File: src/rtl/asym_fifoctl_pkg.sv
// ---------------------------------------------------------------------------
// asym_fifoctl_pkg
// Shared types and helpers for the asymmetric FIFO controller:
//   err_mode_e   - how the error output behaves (sticky / one-cycle pulse)
//   byte_order_e - where the first sub-word sits inside a RAM word
//   idx_width()  - clog2-based width of an index covering 0..n-1 (min 1 bit)
// ---------------------------------------------------------------------------
package asym_fifoctl_pkg;

  typedef enum logic {
    ERR_STICKY = 1'b0,
    ERR_PULSE  = 1'b1
  } err_mode_e;

  typedef enum logic {
    ORDER_MSB_FIRST = 1'b0,
    ORDER_LSB_FIRST = 1'b1
  } byte_order_e;

  // Width of an index spanning n positions; never narrower than one bit so
  // that degenerate counters (n = 1) still have a legal declaration.
  function automatic int idx_width(input int n);
    return (n <= 2) ? 1 : $clog2(n);
  endfunction

endpackage

File: src/rtl/asym_fifoctl_ptr.sv
// ---------------------------------------------------------------------------
// asym_fifoctl_ptr
// Modulo-DEPTH address pointer. DEPTH need not be a power of two, so the
// wrap from DEPTH-1 back to 0 is explicit.
// Ports:
//   clk   in   clock, rising edge
//   rst_n in   asynchronous active-low reset (pointer -> 0)
//   inc   in   advance the pointer by one
//   ptr   out  current pointer value
// ---------------------------------------------------------------------------
module asym_fifoctl_ptr #(
  parameter int DEPTH = 12,
  parameter int AW    = 4
) (
  input  logic          clk,
  input  logic          rst_n,
  input  logic          inc,
  output logic [AW-1:0] ptr
);

  localparam logic [AW-1:0] LAST = AW'(DEPTH - 1);

  always_ff @(posedge clk or negedge rst_n) begin
    if (!rst_n) begin
      ptr <= '0;
    end else if (inc) begin
      ptr <= (ptr == LAST) ? '0 : ptr + AW'(1);
    end
  end

endmodule

File: src/rtl/asym_fifoctl_s1_dyn.sv
// ---------------------------------------------------------------------------
// asym_fifoctl_s1_dyn
// Single-clock FIFO controller for an external RAM with asymmetric write and
// read widths and runtime almost-empty / almost-full thresholds.
//   IN_W <  OUT_W : pack K input sub-words into one RAM word
//   IN_W >  OUT_W : unpack each RAM word into K output sub-words
//   IN_W == OUT_W : plain FIFO controller
// Parameters: IN_W, OUT_W, DEPTH (2..256), ERR_MODE (0 sticky, 1 pulse),
//             BYTE_ORDER (0 first sub-word in MSBs, 1 in LSBs).
// Ports (AW = clog2(DEPTH), RW = max(IN_W,OUT_W)):
//   clk, rst_n                     clock / asynchronous active-low reset
//   push_req_n, pop_req_n, flush_n active-low requests
//   ae_level, af_level   [AW:0]    almost-empty / almost-full thresholds
//   data_in              [IN_W]    write data
//   rd_data              [RW]      RAM read data (combinational from rd_addr)
//   we_n, wr_addr, rd_addr, wr_data RAM control
//   data_out             [OUT_W]   read data
//   empty, almost_empty, half_full, almost_full, full, ram_full  status
//   part_wd                        packing register partially filled
//   error                          overflow / underflow / flush error
//   word_count           [AW:0]    RAM words held
// Build option: define ASYM_FIFOCTL_WCOUNT_EN to drive word_count from the
// RAM word counter; otherwise word_count is tied to zero.
// ---------------------------------------------------------------------------
module asym_fifoctl_s1_dyn
  import asym_fifoctl_pkg::*;
#(
  parameter int  IN_W       = 8,
  parameter int  OUT_W      = 32,
  parameter int  DEPTH      = 12,
  parameter int  ERR_MODE   = 0,
  parameter int  BYTE_ORDER = 0,
  localparam int AW         = idx_width(DEPTH),
  localparam int RW         = (IN_W > OUT_W) ? IN_W : OUT_W
) (
  input  logic             clk,
  input  logic             rst_n,
  input  logic             push_req_n,
  input  logic             pop_req_n,
  input  logic             flush_n,
  input  logic [AW:0]      ae_level,
  input  logic [AW:0]      af_level,
  input  logic [IN_W-1:0]  data_in,
  input  logic [RW-1:0]    rd_data,
  output logic             we_n,
  output logic [AW-1:0]    wr_addr,
  output logic [AW-1:0]    rd_addr,
  output logic [RW-1:0]    wr_data,
  output logic [OUT_W-1:0] data_out,
  output logic             empty,
  output logic             almost_empty,
  output logic             half_full,
  output logic             almost_full,
  output logic             full,
  output logic             ram_full,
  output logic             part_wd,
  output logic             error,
  output logic [AW:0]      word_count
);

  localparam int  NW        = (IN_W < OUT_W) ? IN_W : OUT_W;
  localparam int  K         = RW / NW;
  localparam int  KW        = idx_width(K);
  localparam int  CW        = AW + 1;
  localparam bit  PACK      = (IN_W < OUT_W);
  localparam bit  UNPACK    = (IN_W > OUT_W);
  localparam bit  LSB_FIRST = (BYTE_ORDER == int'(ORDER_LSB_FIRST));
  localparam bit  PULSE_ERR = (ERR_MODE == int'(ERR_PULSE));
  localparam logic [CW-1:0] DEPTH_C = CW'(DEPTH);
  localparam logic [CW-1:0] HALF_C  = CW'((DEPTH + 1) / 2);

  // Bit position of sub-word i (width w) inside a RW-wide RAM word.
  function automatic int slot_lsb(input int i, input int w);
    return LSB_FIRST ? (i * w) : (RW - (i + 1) * w);
  endfunction

  // Request decode and shared handshake terms
  logic          push, pop, flush;
  logic          not_empty, ram_full_now;
  logic          pop_ok, pop_retire;
  logic          wr_req, write_ok, ram_wr, wr_rej, underflow, err_event;
  logic [RW-1:0] wr_word;

  // Registered state
  logic [CW-1:0] count_reg, count_next;
  logic          empty_reg, almost_empty_reg, half_full_reg;
  logic          almost_full_reg, ram_full_reg, error_reg;

  assign push         = ~push_req_n;
  assign pop          = ~pop_req_n;
  assign flush        = ~flush_n;
  assign not_empty    = (count_reg != '0);
  assign ram_full_now = (count_reg == DEPTH_C);
  assign pop_ok       = pop & not_empty;
  assign underflow    = pop & ~not_empty;

  // A RAM write is possible when there is room, or when a pop retires a word
  // in the same cycle and so frees the slot being written.
  assign write_ok  = ~ram_full_now | pop_retire;
  assign ram_wr    = wr_req & write_ok;
  assign wr_rej    = wr_req & ~write_ok;
  assign err_event = wr_rej | underflow;

  // Gate the write strobe with rst_n so a request held during reset can
  // never reach the RAM.
  assign we_n    = ~(ram_wr & rst_n);
  assign wr_data = wr_word;

  // -------------------------------------------------------------------------
  // Write side
  // -------------------------------------------------------------------------
  generate
    if (PACK) begin : g_pack
      logic [KW-1:0] pack_cnt_reg, pack_cnt_next;
      logic [RW-1:0] pack_reg, pack_next, merged;
      logic          pack_last, part;

      assign pack_last = (pack_cnt_reg == KW'(K - 1));
      assign part      = (pack_cnt_reg != '0);

      // Packing register with the incoming sub-word dropped into its slot.
      always_comb begin
        merged = pack_reg;
        for (int i = 0; i < K; i++) begin
          if (pack_cnt_reg == KW'(i)) begin
            merged[slot_lsb(i, IN_W) +: IN_W] = data_in;
          end
        end
      end

      // The K-th push or a flush writes; a flush alongside a push carries the
      // new sub-word. A flush with nothing packed and no push is a no-op.
      assign wr_req  = (push & pack_last) | (flush & (part | push));
      assign wr_word = push ? merged : pack_reg;

      always_comb begin
        pack_cnt_next = pack_cnt_reg;
        pack_next     = pack_reg;
        if (ram_wr) begin
          // Cleared so that unfilled slots of the next partial word are zero.
          pack_cnt_next = '0;
          pack_next     = '0;
        end else if (push & ~wr_rej) begin
          pack_cnt_next = pack_cnt_reg + KW'(1);
          pack_next     = merged;
        end
      end

      always_ff @(posedge clk or negedge rst_n) begin
        if (!rst_n) begin
          pack_cnt_reg <= '0;
          pack_reg     <= '0;
        end else begin
          pack_cnt_reg <= pack_cnt_next;
          pack_reg     <= pack_next;
        end
      end

      assign part_wd = part;
      assign full    = ram_full_reg & pack_last;
    end else begin : g_direct
      logic unused_flush;

      // Every push is a whole RAM word; nothing is ever partially packed.
      assign wr_req       = push;
      assign wr_word      = data_in;
      assign part_wd      = 1'b0;
      assign full         = ram_full_reg;
      assign unused_flush = flush;
    end
  endgenerate

  // -------------------------------------------------------------------------
  // Read side
  // -------------------------------------------------------------------------
  generate
    if (UNPACK) begin : g_unpack
      logic [KW-1:0] rd_sub_reg;
      logic          sub_last;

      assign sub_last   = (rd_sub_reg == KW'(K - 1));
      // Only the last sub-word of a RAM word retires it.
      assign pop_retire = pop_ok & sub_last;

      always_ff @(posedge clk or negedge rst_n) begin
        if (!rst_n) begin
          rd_sub_reg <= '0;
        end else if (pop_ok) begin
          rd_sub_reg <= sub_last ? '0 : rd_sub_reg + KW'(1);
        end
      end

      always_comb begin
        data_out = '0;
        for (int i = 0; i < K; i++) begin
          if (rd_sub_reg == KW'(i)) begin
            data_out = rd_data[slot_lsb(i, OUT_W) +: OUT_W];
          end
        end
      end
    end else begin : g_whole
      assign pop_retire = pop_ok;
      assign data_out   = rd_data;
    end
  endgenerate

  // -------------------------------------------------------------------------
  // Pointers
  // -------------------------------------------------------------------------
  asym_fifoctl_ptr #(
    .DEPTH (DEPTH),
    .AW    (AW)
  ) u_wr_ptr (
    .clk   (clk),
    .rst_n (rst_n),
    .inc   (ram_wr),
    .ptr   (wr_addr)
  );

  asym_fifoctl_ptr #(
    .DEPTH (DEPTH),
    .AW    (AW)
  ) u_rd_ptr (
    .clk   (clk),
    .rst_n (rst_n),
    .inc   (pop_retire),
    .ptr   (rd_addr)
  );

  // -------------------------------------------------------------------------
  // RAM word count, status flags, error
  // -------------------------------------------------------------------------
  always_comb begin
    count_next = count_reg;
    if (ram_wr & ~pop_retire) begin
      count_next = count_reg + CW'(1);
    end else if (~ram_wr & pop_retire) begin
      count_next = count_reg - CW'(1);
    end
  end

  // Flags are registered from the next count so that threshold inputs are
  // sampled at the edge, like every other input.
  always_ff @(posedge clk or negedge rst_n) begin
    if (!rst_n) begin
      count_reg        <= '0;
      empty_reg        <= 1'b1;
      almost_empty_reg <= 1'b1;
      half_full_reg    <= 1'b0;
      almost_full_reg  <= 1'b0;
      ram_full_reg     <= 1'b0;
      error_reg        <= 1'b0;
    end else begin
      count_reg        <= count_next;
      empty_reg        <= (count_next == '0);
      almost_empty_reg <= (count_next <= ae_level);
      half_full_reg    <= (count_next >= HALF_C);
      // count >= DEPTH - af_level, rearranged to avoid a negative difference
      almost_full_reg  <= ({1'b0, count_next} + {1'b0, af_level}) >= {1'b0, DEPTH_C};
      ram_full_reg     <= (count_next == DEPTH_C);
      error_reg        <= PULSE_ERR ? err_event : (error_reg | err_event);
    end
  end

  assign empty        = empty_reg;
  assign almost_empty = almost_empty_reg;
  assign half_full    = half_full_reg;
  assign almost_full  = almost_full_reg;
  assign ram_full     = ram_full_reg;
  assign error        = error_reg;

`ifdef ASYM_FIFOCTL_WCOUNT_EN
  assign word_count = count_reg;
`else
  assign word_count = '0;
`endif

endmodule

File: config.mk
export PLATFORM = sky130hd
export DESIGN_NAME = asym_fifoctl_s1_dyn
export DESIGN_NICKNAME = d
export VERILOG_FILES = /design/src/rtl/asym_fifoctl_pkg.sv /design/src/rtl/asym_fifoctl_ptr.sv /design/src/rtl/asym_fifoctl_s1_dyn.sv
export SDC_FILE = /design/constraint.sdc
export NUM_CORES = 1
export LEC_CHECK = 0
export ABC_CLOCK_PERIOD_IN_PS = 4700
export CAP_MARGIN = 20
export CORE_MARGIN = 2
export CORE_UTILIZATION = 25
export CTS_BUF_LIST = sky130_fd_sc_hd__clkbuf_8
export CTS_CLUSTER_DIAMETER = 60
export DETAILED_ROUTE_END_ITERATION = 10
export DONT_BUFFER_PORTS = 1
export PLACE_DENSITY = 0.49
export SLEW_MARGIN = 30
export SYNTH_ARGS = -nofsm -noshare
export SYNTH_HDL_FRONTEND = slang
export SYNTH_SLANG_ARGS = --single-unit
File: constraint.sdc
create_clock -name clk -period 4.7 [get_ports clk]
set_clock_uncertainty 0.15 [all_clocks]
set_input_delay 1.41 -clock clk [delete_from_list [all_inputs] [get_ports clk]]
set_output_delay 1.41 -clock clk [all_outputs]
set_load 0.02 [all_outputs]
==> summary.md, run 1 <==
| Metric | Value |
|---|---|
| Status | `finished clean` |
| IO Port Bufs | `0` |
| Min-Delay Startpoint | `g_pack.pack_reg[6]$_DFFE_PN0P_` |
| Vias in the first global route | `2357` |
| Layout cells sized above 1 | `17.4%` |
| Worst-skew pair later-pin latency | `320 ps` |
| Clock-pin slew on the worst setup and hold paths | `110 ps` |
| CTS H-tree lvls | `2` |
| Fin crit share | `85.4%` |
| Yosys warns | `0` |
| Worst Setup Path Type | `primary input to primary output` |
| Max reg flops | `32` |
| RSZ-0062 raised after global routing | `no` |
| Initial Util | `25.3%` |
| FF+latch count, synth | `53` |
| EDFF count, synth | `0` |
| First-pass GRT wire length | `13.4 mm` |
| Vias/cell | `4.60` |
| CP bufs+invs | `0` |
| CTS Sinks | `53` |
| GP Congestion | `0.752` |
| Root Buffer | `clkbuf_8` |
| Utilization after layout | `25.5%` |
| Seq/Total Area, Yosys | `38.1%` |
| Cts hold-fix bufs | `0` |
| Post-CTS setup buffers | `0` |
| Post-Synthesis Cells | `368` |
| Worst IR Drop VDD | `0.214 mV` |
| TritonCTS clock tree | `built` |
| Req. time, crit path | `3140 ps` |
| DIE WIDTH | `122 µm` |
| Largest net degree at the start of global routing | `55` |
| Commonest non-fill, non-tap cell in the layout | `nand2_1` |
| CTS buffer count | `5` |
| Synth unique cells | `49` |
| Worst R2R Path Depth | `13` |
| Wire per inst | `16.9 µm` |
| Post-Route WL | `8.66 mm` |
| Asr flop ratio synth | `100%` |
| Nets | `407` |
| Placed cell area | `3410 µm²` |
| Pwr dens | `575 nW/µm²` |
| RR Endpoint | `almost_full$_DFF_PN0_` |
| Hold Path End | `g_pack.pack_reg[6]$_DFFE_PN0P_` |
| Number of fill cells | `1476` |
| Syn Area/Cell | `9.48 µm²` |
| Flop-to-flop setup slack | `1260 ps` |
| Tot GR Track Use | `11.7%` |
| Post-DP HPWL | `6.31 mm` |
| Area delta synth->final | `0.538%` |
| Commonest cells after routing, fill and taps aside | `65 x nand2_1, 51 x dfrtp_1, 34 x mux2_2, 30 x a21oi_1, 21 x inv_1` |
| Post-route ant nets | `0` |
| Crit path largest cell delay | `560 ps` |
| Core area | `13800 µm²` |
| Final hold vios | `0` |
| First drt pass iteration count | `4` |
| Actual slew at the worst max-slew pin | `737 ps` |
| Worst Path Arrival | `2450 ps` |
| Post-route cell area | `3510 µm²` |
| Final TNS setup | `0 ps` |
| Slew HR | `50.7%` |
| Max-Cap Viols | `0` |
| Row cnt | `43` |
| # IOs | `141` |
| Period minus WS final | `4010 ps` |
| DRC Markers | `0` |
| Ant. Diodes | `0` |
| Startpoint Class | `primary input` |
| Grt ovf | `0` |
| Crit-path cells | `nor2_1 > mux2_2` |
| Slew Limit Fails | `0` |
| Predominant post-synthesis flop cell | `dfrtp_1` |
| Via Count | `2359` |
| F_max | `0.249 GHz` |
| Initial antenna violation count | `0` |
| Resized Gates After CTS | `0` |
| Hold crit path type | `register to register` |
| Critical Path Fanout Max | `9` |
| Worst Setup End Kind | `primary output` |
| WHS Path Cells | `1` |
| Delay-heaviest family, CP | `simple AND/OR/NAND/NOR gates` |
| Final setup fails | `0` |
| Cell Area, Synth | `3490 µm²` |
| Initial DRC count | `140` |
| PnR worst setup slack | `688 ps` |
| Clk buf depth | `2` |
| Slowest stage cell, crit path | `nor2_1` |
| Die Height | `122 µm` |
| Total die area | `14900 µm²` |
| FF-to-FF Start | `count_reg[0]$_DFF_PN0_` |
| Pre-CTS WS | `691 ps` |
| Leak pwr | `1.55 nW` |
==> synthesized netlist by cell type, types with 2 or more instances <==
| cell | count | area (µm²) |
|---|---|---|
| nand2_1 | 65 | 244 |
| dfrtp_1 | 51 | 1280 |
| buf_4 | 37 | 278 |
| mux2_2 | 34 | 383 |
| a21oi_1 | 30 | 150 |
| inv_1 | 21 | 78.8 |
| ha_1 | 19 | 238 |
| and2_1 | 12 | 75.1 |
| buf_2 | 7 | 35.0 |
| nor3_1 | 7 | 35.0 |
| nor2_1 | 6 | 22.5 |
| a21o_1 | 5 | 37.5 |
| clkbuf_1 | 5 | 18.8 |
| nand2b_1 | 5 | 31.3 |
| nand3_1 | 5 | 25.0 |
| o21ai_0 | 5 | 25.0 |
| o21a_1 | 4 | 30.0 |
| xnor2_1 | 4 | 35.0 |
| nor2b_1 | 3 | 18.8 |
| o22ai_1 | 3 | 18.8 |
| a211oi_4 | 2 | 40.0 |
| a22o_1 | 2 | 17.5 |
| a311oi_1 | 2 | 17.5 |
| dfstp_2 | 2 | 52.6 |
| mux2i_1 | 2 | 20.0 |
| nand4_1 | 2 | 12.5 |
| nor4_1 | 2 | 12.5 |
| o211ai_1 | 2 | 15.0 |
| o21ai_1 | 2 | 10.0 |
| o21ai_2 | 2 | 17.5 |
| o21bai_1 | 2 | 15.0 |
==> worst max path at each step <==
stage | endpoint | startpoint | slack (ps) | cells past startpoint
3_3_place_gp | wr_data[26] | push_req_n | 720 | 2
6_report | wr_data[27] | push_req_n | 690 | 2
2_1_floorplan | we_n | pop_req_n | 580 | 5
4_1_cts | wr_data[26] | push_req_n | 680 | 2
3_5_place_dp | wr_data[26] | push_req_n | 690 | 2
5_1_grt | wr_data[26] | push_req_n | 670 | 2
==> cells by family (layout without fill, tap and decap cells) <==
group,count (synthesis),in the layout,synth area share [%]
AO/OA/AOI/OAI,69,69,13.7
AND/OR/NAND/NOR,114,114,16.0
flip-flops,53,53,38.1
XOR/XNOR,4,4,1.00
adder cells (fa/ha/maj),20,20,7.39
multiplexers,36,36,11.6
buffers and inverters,71,32,12.1
other,1,5,0.108
==> metrics by stage <==
| stage | instances | hold slack, ps | power (mW) |
|---|---|---|---|
| floorplan | 372 | 297 | 1.59 |
| global placement | 505 | 313 | 1.73 |
| detailed placement | 505 | 316 | 1.76 |
| CTS | 513 | 350 | 2.06 |
| global route | 513 | 359 | 2.18 |
| finish | 513 | 345 | 2.02 |
==> power breakdown <==
group / switching (mW) / internal (mW) / leakage (nW)
registers: 0.216 / 0.585 / 0.685
clock network: 0.173 / 0.108 / 0.0447
logic: 0.556 / 0.380 / 0.820
total: 0.944 / 1.07 / 1.55
==> routing by layer <==
| layer | vias to the layer above | global-route usage, % | wire length [µm] |
|---|---|---|---|
| met2 | 75 | 19.4 | 4110 |
| li1 | 1132 | - | - |
| met1 | 1148 | 15.0 | 3940 |
| met5 | - | 0 | 0 |
| met3 | 4 | 3.75 | 560 |
| met4 | 0 | 2.44 | 46 |
==> layout make-up <==
class | instances | area, µm² | share of cell area [%]
repair buffers | 3 | 22.5 | 0.642
clock buffers | 5 | 68.8 | 1.96
clock inverters | 3 | 25.0 | 0.714
inverters | 21 | 78.8 | 2.25
flip-flops and latches | 53 | 1330 | 37.9
well taps | 180 | 225 | 6.42
multi-input cells | 248 | 1760 | 50.1
Power figures use the tool's default switching activity.
==> run 2, diff against run 1 <==
--- a/config.mk
+++ b/config.mk
@@ -17,4 +17,5 @@
 export SLEW_MARGIN = 30
 export SYNTH_ARGS = -nofsm -noshare
 export SYNTH_HDL_FRONTEND = slang
+export SYNTH_HIERARCHICAL = 1
 export SYNTH_SLANG_ARGS = --single-unit
==> run 2 against run 1 <==
Net effect: first-iteration DRC count decreased by 35%; non-clock buffer count shrank 1; total power rose by 2.1%; via count rose by 0.25%; largest power group unchanged; maximum frequency is 4.6% higher.
==> summary.md, run 2 <==
| Metric | Value |
|---|---|
| Final TNS setup | `0 ps (unchanged)` |
| Post-route ant nets | `0 (unchanged)` |
| Die Height | `122 µm (-0.12%)` |
| First-pass GRT wire length | `13.7 mm (+2.4%)` |
| Predominant post-synthesis flop cell | `dfrtp_1` |
| Area contributors post-synth | `dfrtp_1 37%, mux2_2 10%, buf_4 8.2%, ha_1 6.8%, nand2_1 6.5%` |
| FF+latch count, synth | `53 (unchanged)` |
| Grt ovf | `0 (unchanged)` |
| Leak pwr | `1.53 nW (-1.0%)` |
| Req. time, crit path | `3140 ps (about the same)` |
| Cell Area, Synth | `3480 µm² (-0.25%)` |
| Cts hold-fix bufs | `0 (unchanged)` |
| IO Port Bufs | `0 (unchanged)` |
| Area share of the largest cell type after synthesis | `36.7% (+0.092 points)` |
| EDFF count, synth | `0 (unchanged)` |
| Cell with the most instances after synthesis | `nand2_1` |
| RSZ-0062 raised after global routing | `no` |
| Final setup fails | `0 (unchanged)` |
| Asr flop ratio synth | `100% (unchanged)` |
| Commonest cells after routing, fill and taps aside | `60 x nand2_1, 51 x dfrtp_1, 32 x mux2_2, 29 x a21oi_1, 19 x ha_1` |
| Total die area | `14900 µm² (-0.25%)` |
| Hold Path End | `g_pack.pack_reg[7]$_DFFE_PN0P_` |
| Initial Util | `25.4% (+0.035 points)` |
| Area delta synth->final | `0.108%` |
| Syn Area/Cell | `9.56 µm² (+0.84%)` |
| WHS Path Cells | `1 (unchanged)` |
| Worst Path Arrival | `2280 ps (-170 ps)` |
| RR Endpoint | `almost_full$_DFF_PN0_` |
| Multi-input gate area | `1740 µm² (-0.85%)` |
| Vias/cell | `4.66 (+1.2%)` |
| CTS buffer count | `5 (unchanged)` |
| Period minus WS final | `3840 ps (-176 ps)` |
| DIE WIDTH | `122 µm (-0.12%)` |
| Yosys warns | `6 (+6)` |
| Row cnt | `43 (unchanged)` |
| Pwr dens | `591 nW/µm² (+2.8%)` |
| Slew Limit Fails | `0 (unchanged)` |
| WHS | `353 ps (+8.52 ps)` |
| # IOs | `141 (unchanged)` |
| Worst Setup End Kind | `primary output` |
| Synth unique cells | `57 (+16%)` |
| CTS Sinks | `53 (unchanged)` |
| Status | `finished clean` |
| Tot GR Track Use | `12.1% (+0.44 points)` |
| TritonCTS clock tree | `built` |
| Worst-skew pair later-pin latency | `320 ps (about the same)` |
| F_max | `0.261 GHz (+4.6%)` |
| Post-CTS setup buffers | `0 (unchanged)` |
| Startpoint Class | `primary input` |
| Min-Delay Startpoint | `g_pack.pack_reg[7]$_DFFE_PN0P_` |
| Max-Cap Viols | `0 (unchanged)` |
| Seq/Total Area, Yosys | `38.2% (+0.096 points)` |
| Final Power | `2.06 mW (+2.1%)` |
| Root Buffer | `clkbuf_8` |
| Worst IR Drop VDD | `0.239 mV (+11%)` |
| Commonest cells post-synth | `60 x nand2_1, 51 x dfrtp_1, 38 x buf_4` |
| FF-to-FF Start | `count_reg[0]$_DFF_PN0_` |
| Vias in the first global route | `2428 (+3.0%)` |
| Worst Setup Path Type | `primary input to primary output` |
| Layout cells sized above 1 | `17.4% (-0.039 points)` |
| CTS H-tree lvls | `2 (unchanged)` |
| Fin crit share | `81.6% (-3.7 points)` |
| GP Congestion | `0.721 (-4.2%)` |
| Clock-pin slew on the worst setup and hold paths | `100 ps (about the same)` |
| Actual slew at the worst max-slew pin | `840 ps (+103 ps)` |
| Post-Route WL | `8.82 mm (+1.9%)` |
| Post-Synthesis Cells | `364 (-1.1%)` |
| Post-route cell area | `3480 µm² (-0.68%)` |
| Resized Gates After CTS | `0 (unchanged)` |
| Largest net degree at the start of global routing | `55 (unchanged)` |
| Final hold vios | `0 (unchanged)` |
| Initial antenna violation count | `0 (unchanged)` |
| Post-DP HPWL | `6.21 mm (-1.6%)` |
| Pre-CTS WS | `721 ps (+30.5 ps)` |
| Max reg flops | `32 (unchanged)` |
| Register area | `1330 µm² (unchanged)` |
| Wire per inst | `17.4 µm (+2.9%)` |
| PnR worst setup slack | `864 ps (+176 ps)` |
| First drt pass iteration count | `4 (unchanged)` |
| Hold crit path type | `register to register` |
| Number of fill cells | `1469 (-0.47%)` |
| Flop-to-flop setup slack | `940 ps (-320 ps)` |
| Ant. Diodes | `0 (unchanged)` |
| DRC Markers | `0 (unchanged)` |
| Via Count | `2365 (+0.25%)` |
| Commonest non-fill, non-tap cell in the layout | `nand2_1` |
| Placed cell area | `3380 µm² (-0.84%)` |
| Slew HR | `43.6% (-7.1 points)` |
| Initial DRC count | `91 (-35%)` |
| Nets | `403 (-0.98%)` |
| Core area | `13700 µm² (-0.39%)` |
| Worst R2R Path Depth | `13 (unchanged)` |
| Area leader, netlist | `dfrtp_1` |
| Critical Path Fanout Max | `9 (unchanged)` |
| Clk buf depth | `2 (unchanged)` |
-- run 2: changes by cell type in the layout (fill, tap and decap cells not counted), sizes merged, moves of 3 or more --
cell   before  now
and2       12    5
nor2b       3   11
o21ai       9   12
inv        22   18
nand2      65   60
nor2        6   10
-- run 2: worst max-delay path, cell delays in order --
cell,delay [ps]
and3_2,230
a211oi_4,360
nand2_1,270
-- run 2: worst max path at each step --
stage	start	to	slack (ps)
after floorplan	pop_req_n	we_n	560
after global placement	pop_req_n	almost_full$_DFF_PN0_	820
after detailed placement	pop_req_n	almost_full$_DFF_PN0_	720
after CTS	count_reg[0]$_DFF_PN0_	we_n	840
after global routing	count_reg[0]$_DFF_PN0_	almost_full$_DFF_PN0_	580
final	pop_req_n	we_n	860
-- run 2: layer usage --
metal | vias up | track usage [%] | part of all wire [%]
met5 | - | 0 | 0
li1 | 1132 | - | -
met2 | 66 | 21.3 | 49
met4 | 0 | 2.80 | 0.98
met1 | 1155 | 14.7 | 44
met3 | 12 | 3.51 | 6.2
-- run 2: area by class of cell --
cell class,instances,share of cell area [%]
inverter,18,1.94
sequential,53,38.2
tap,180,6.47
clock inverter,2,1.01
clock buffer,5,1.98
multi-input combinational,248,50.0
timing repair buffer,2,0.431
-- run 2: kinds of logic (layout without fill, tap and decap cells) --
logic type	after synthesis	after routing	share of synthesized area, %
simple gates	111	111	14.9
compound gates	74	74	15.3
buf+inv	67	27	12.2
flops	53	53	38.2
mux	34	34	11.0
fa+ha+maj	20	20	7.41
xor+xnor	4	4	1.01
other cells	1	5	0.108
-- run 2: report_power, final --
part	switching (mW)	total [mW]	internal, mW
combinational	0.578	0.957	0.379
clock	0.163	0.318	0.155
sequential	0.197	0.784	0.587
total	0.938	2.06	1.12
-- run 2: metrics by stage --
stage | std cells | util, %
2_1_floorplan | 368 | -
3_3_place_gp | 501 | 24.6
3_5_place_dp | 501 | 24.6
4_1_cts | 508 | 25.4
5_1_grt | 508 | 25.4
6_report | 508 | 25.4
==> run 3, diff against run 2 <==
--- a/config.mk
+++ b/config.mk
@@ -5,7 +5,7 @@
 export SDC_FILE = /design/constraint.sdc
 export NUM_CORES = 1
 export LEC_CHECK = 0
-export ABC_CLOCK_PERIOD_IN_PS = 4700
+export ABC_CLOCK_PERIOD_IN_PS = 3900
 export CAP_MARGIN = 20
 export CORE_MARGIN = 2
 export CORE_UTILIZATION = 25
==> constraint.sdc (replaced) <==
create_clock -name clk -period 3.9 [get_ports clk]
set_clock_uncertainty 0.15 [all_clocks]
set_input_delay 1.17 -clock clk [delete_from_list [all_inputs] [get_ports clk]]
set_output_delay 1.17 -clock clk [all_outputs]
set_load 0.02 [all_outputs]
==> run 3 against run 2 <==
Net effect: setup slack lost 550 ps; critical endpoint is now almost_full$_DFF_PN0_; register-to-register slack got worse by 620 ps; non-clock buffer count up 5; largest power group unchanged; total power is 19% higher; final cell count up 1.2%; sequential cell count stayed put; hold slack better by 1.3 ps; via count unchanged; count of clock-buffer cells in the layout did not move; largest cell class unchanged; critical path type is now register to register.
==> summary.md, run 3 (synthesis gave the netlist of run 2 again) <==
| Metric | Value |
|---|---|
| F_max | `0.279 GHz` |
| Vias/cell | `4.60 (-1.2%)` |
| Post-route ant nets | `0 (unchanged)` |
| Clock-pin slew on the worst setup and hold paths | `100 ps (about the same)` |
| Hold crit path type | `register to register` |
| Max reg flops | `32 (unchanged)` |
| Row cnt | `43 (unchanged)` |
| Crit path largest cell delay | `460 ps (+100 ps)` |
| Worst Path Arrival | `3640 ps (+1360 ps)` |
| Slowest stage cell, crit path | `dfrtp_1` |
| Commonest non-fill, non-tap cell in the layout | `nand2_1` |
| Post-route cell area | `3500 µm² (+0.61%)` |
| Ant. Diodes | `0 (unchanged)` |
| Slew Limit Fails | `0 (unchanged)` |
| Pwr dens | `699 nW/µm² (+18%)` |
| Vias in the first global route | `2385 (-1.8%)` |
| CTS buffer count | `5 (unchanged)` |
| Post-CTS setup buffers | `0 (unchanged)` |
| Resized Gates After CTS | `0 (unchanged)` |
| Critical Path Fanout Max | `7 (-2)` |
| First-pass GRT wire length | `13.9 mm (+1.4%)` |
| First drt pass iteration count | `6 (+2)` |
| Core area | `13700 µm² (unchanged)` |
| Layout cells sized above 1 | `18.9% (+1.5 points)` |
| Worst Setup Path Type | `register to register` |
| TritonCTS clock tree | `built` |
| # IOs | `141 (unchanged)` |
| Die Height | `122 µm (unchanged)` |
| Fin crit share | `91.9%` |
| Initial DRC count | `120 (+32%)` |
| Final hold vios | `0 (unchanged)` |
| Nets | `408 (+1.2%)` |
| Initial Util | `25.4% (unchanged)` |
| Req. time, crit path | `3960 ps (+820 ps)` |
| Slew HR | `64.5% (+21 points)` |
| CTS H-tree lvls | `2 (unchanged)` |
| GP Congestion | `0.691 (-4.1%)` |
| Final setup fails | `0 (unchanged)` |
| Period minus WS final | `3580 ps` |
| Area delta synth->final | `0.719%` |
| Cts hold-fix bufs | `0 (unchanged)` |
| Root Buffer | `clkbuf_8` |
| Commonest cells after routing, fill and taps aside | `60 x nand2_1, 51 x dfrtp_1, 32 x mux2_2, 29 x a21oi_1` |
| Grt ovf | `0 (unchanged)` |
| Placed cell area | `3420 µm² (+1.1%)` |
| Post-DP HPWL | `6.28 mm (+1.2%)` |
| Actual slew at the worst max-slew pin | `530 ps (-311 ps)` |
| RSZ-0062 raised after global routing | `no` |
| CTS Sinks | `53 (unchanged)` |
| DIE WIDTH | `122 µm (unchanged)` |
| Clk buf depth | `2 (unchanged)` |
| Via Count | `2365 (unchanged)` |
| Worst Setup End Kind | `register` |
| Initial antenna violation count | `0 (unchanged)` |
| Largest net degree at the start of global routing | `55 (unchanged)` |
| Total die area | `14900 µm² (unchanged)` |
| DRC Markers | `0 (unchanged)` |
| IO Port Bufs | `0 (unchanged)` |
| Startpoint Class | `register` |
| Tot GR Track Use | `12.5% (+0.37 points)` |
| Status | `finished clean` |
| Final TNS setup | `0 ps (unchanged)` |
| Worst-skew pair later-pin latency | `320 ps (about the same)` |
| Worst IR Drop VDD | `0.337 mV (+41%)` |
| Max-Cap Viols | `0 (unchanged)` |
| Leak pwr | `1.56 nW (+1.4%)` |
| Post-Route WL | `8.83 mm (+0.11%)` |
| Crit-path cells | `inv_1 > ha_1 > nor2b_1 > buf_4 > a21o_2 > and2_2 > nor2_1 > xnor2_1 > ha_1 > inv_1 > fa_1 > o31ai_1 > o2bb2ai_1 > a22oi_1` |
| Wire per inst | `17.2 µm (-1.1%)` |
## run 3: cell type report
class,count,area (µm²)
well taps,180,225
repair buffers,7,52.6
multi-input cells,248,1750
inverters,18,67.6
clock buffers,5,68.8
flip-flops and latches,53,1330
clock inverters,3,13.8
fillers,1447,10200
## run 3: where the power goes
group / switching [mW] / total, mW / internal, mW
Clock: 0.197 / 0.320 / 0.123
Sequential: 0.232 / 0.940 / 0.707
Combinational: 0.701 / 1.19 / 0.489
## run 3: path summary, 6_finish.rpt
check                                                     from                              to  slack (ps)  cells after the start
worst max register to register          count_reg[0]$_DFF_PN0_           almost_full$_DFF_PN0_         320                     14
min in group asynchronous                                rst_n             half_full$_DFF_PN0_         380                      0
worst min-delay path            g_pack.pack_reg[7]$_DFFE_PN0P_  g_pack.pack_reg[7]$_DFFE_PN0P_         350                      1
worst min register to register  g_pack.pack_reg[7]$_DFFE_PN0P_  g_pack.pack_reg[7]$_DFFE_PN0P_         350                      1
worst max-delay path                    count_reg[0]$_DFF_PN0_           almost_full$_DFF_PN0_         320                     14
max in group asynchronous                                rst_n                 empty$_DFF_PN1_        3050                      0
## run 3: routing by layer
metal,vias to the layer above,track usage [%],wire length [µm]
li1,1142,-,-
met1,1137,15.0,3710
met2,75,21.3,4390
met3,11,4.03,616
met4,0,3.66,112
met5,-,0,0
## run 3: worst max-delay path, delay by kind of cell, from the launching register on
kind,cells,cell delay (ps)
compound gates,4,710
flops,1,460
fa+ha+maj,3,840
xor+xnor,1,230
buf+inv,3,450
simple gates,3,610
## run 3: through the flow
| step | hold WS [ps] | util (%) | total power [mW] | setup WS, ps | cells |
|---|---|---|---|---|---|
| floorplan | 308 | - | 1.94 | 237 | 368 |
| global placement | 328 | 24.9 | 2.13 | 361 | 506 |
| detailed placement | 329 | 24.9 | 2.15 | 253 | 506 |
| CTS | 350 | 25.5 | 2.50 | 315 | 514 |
| global route | 344 | 25.5 | 2.68 | 50.3 | 514 |
| finish | 355 | 25.5 | 2.45 | 317 | 514 |
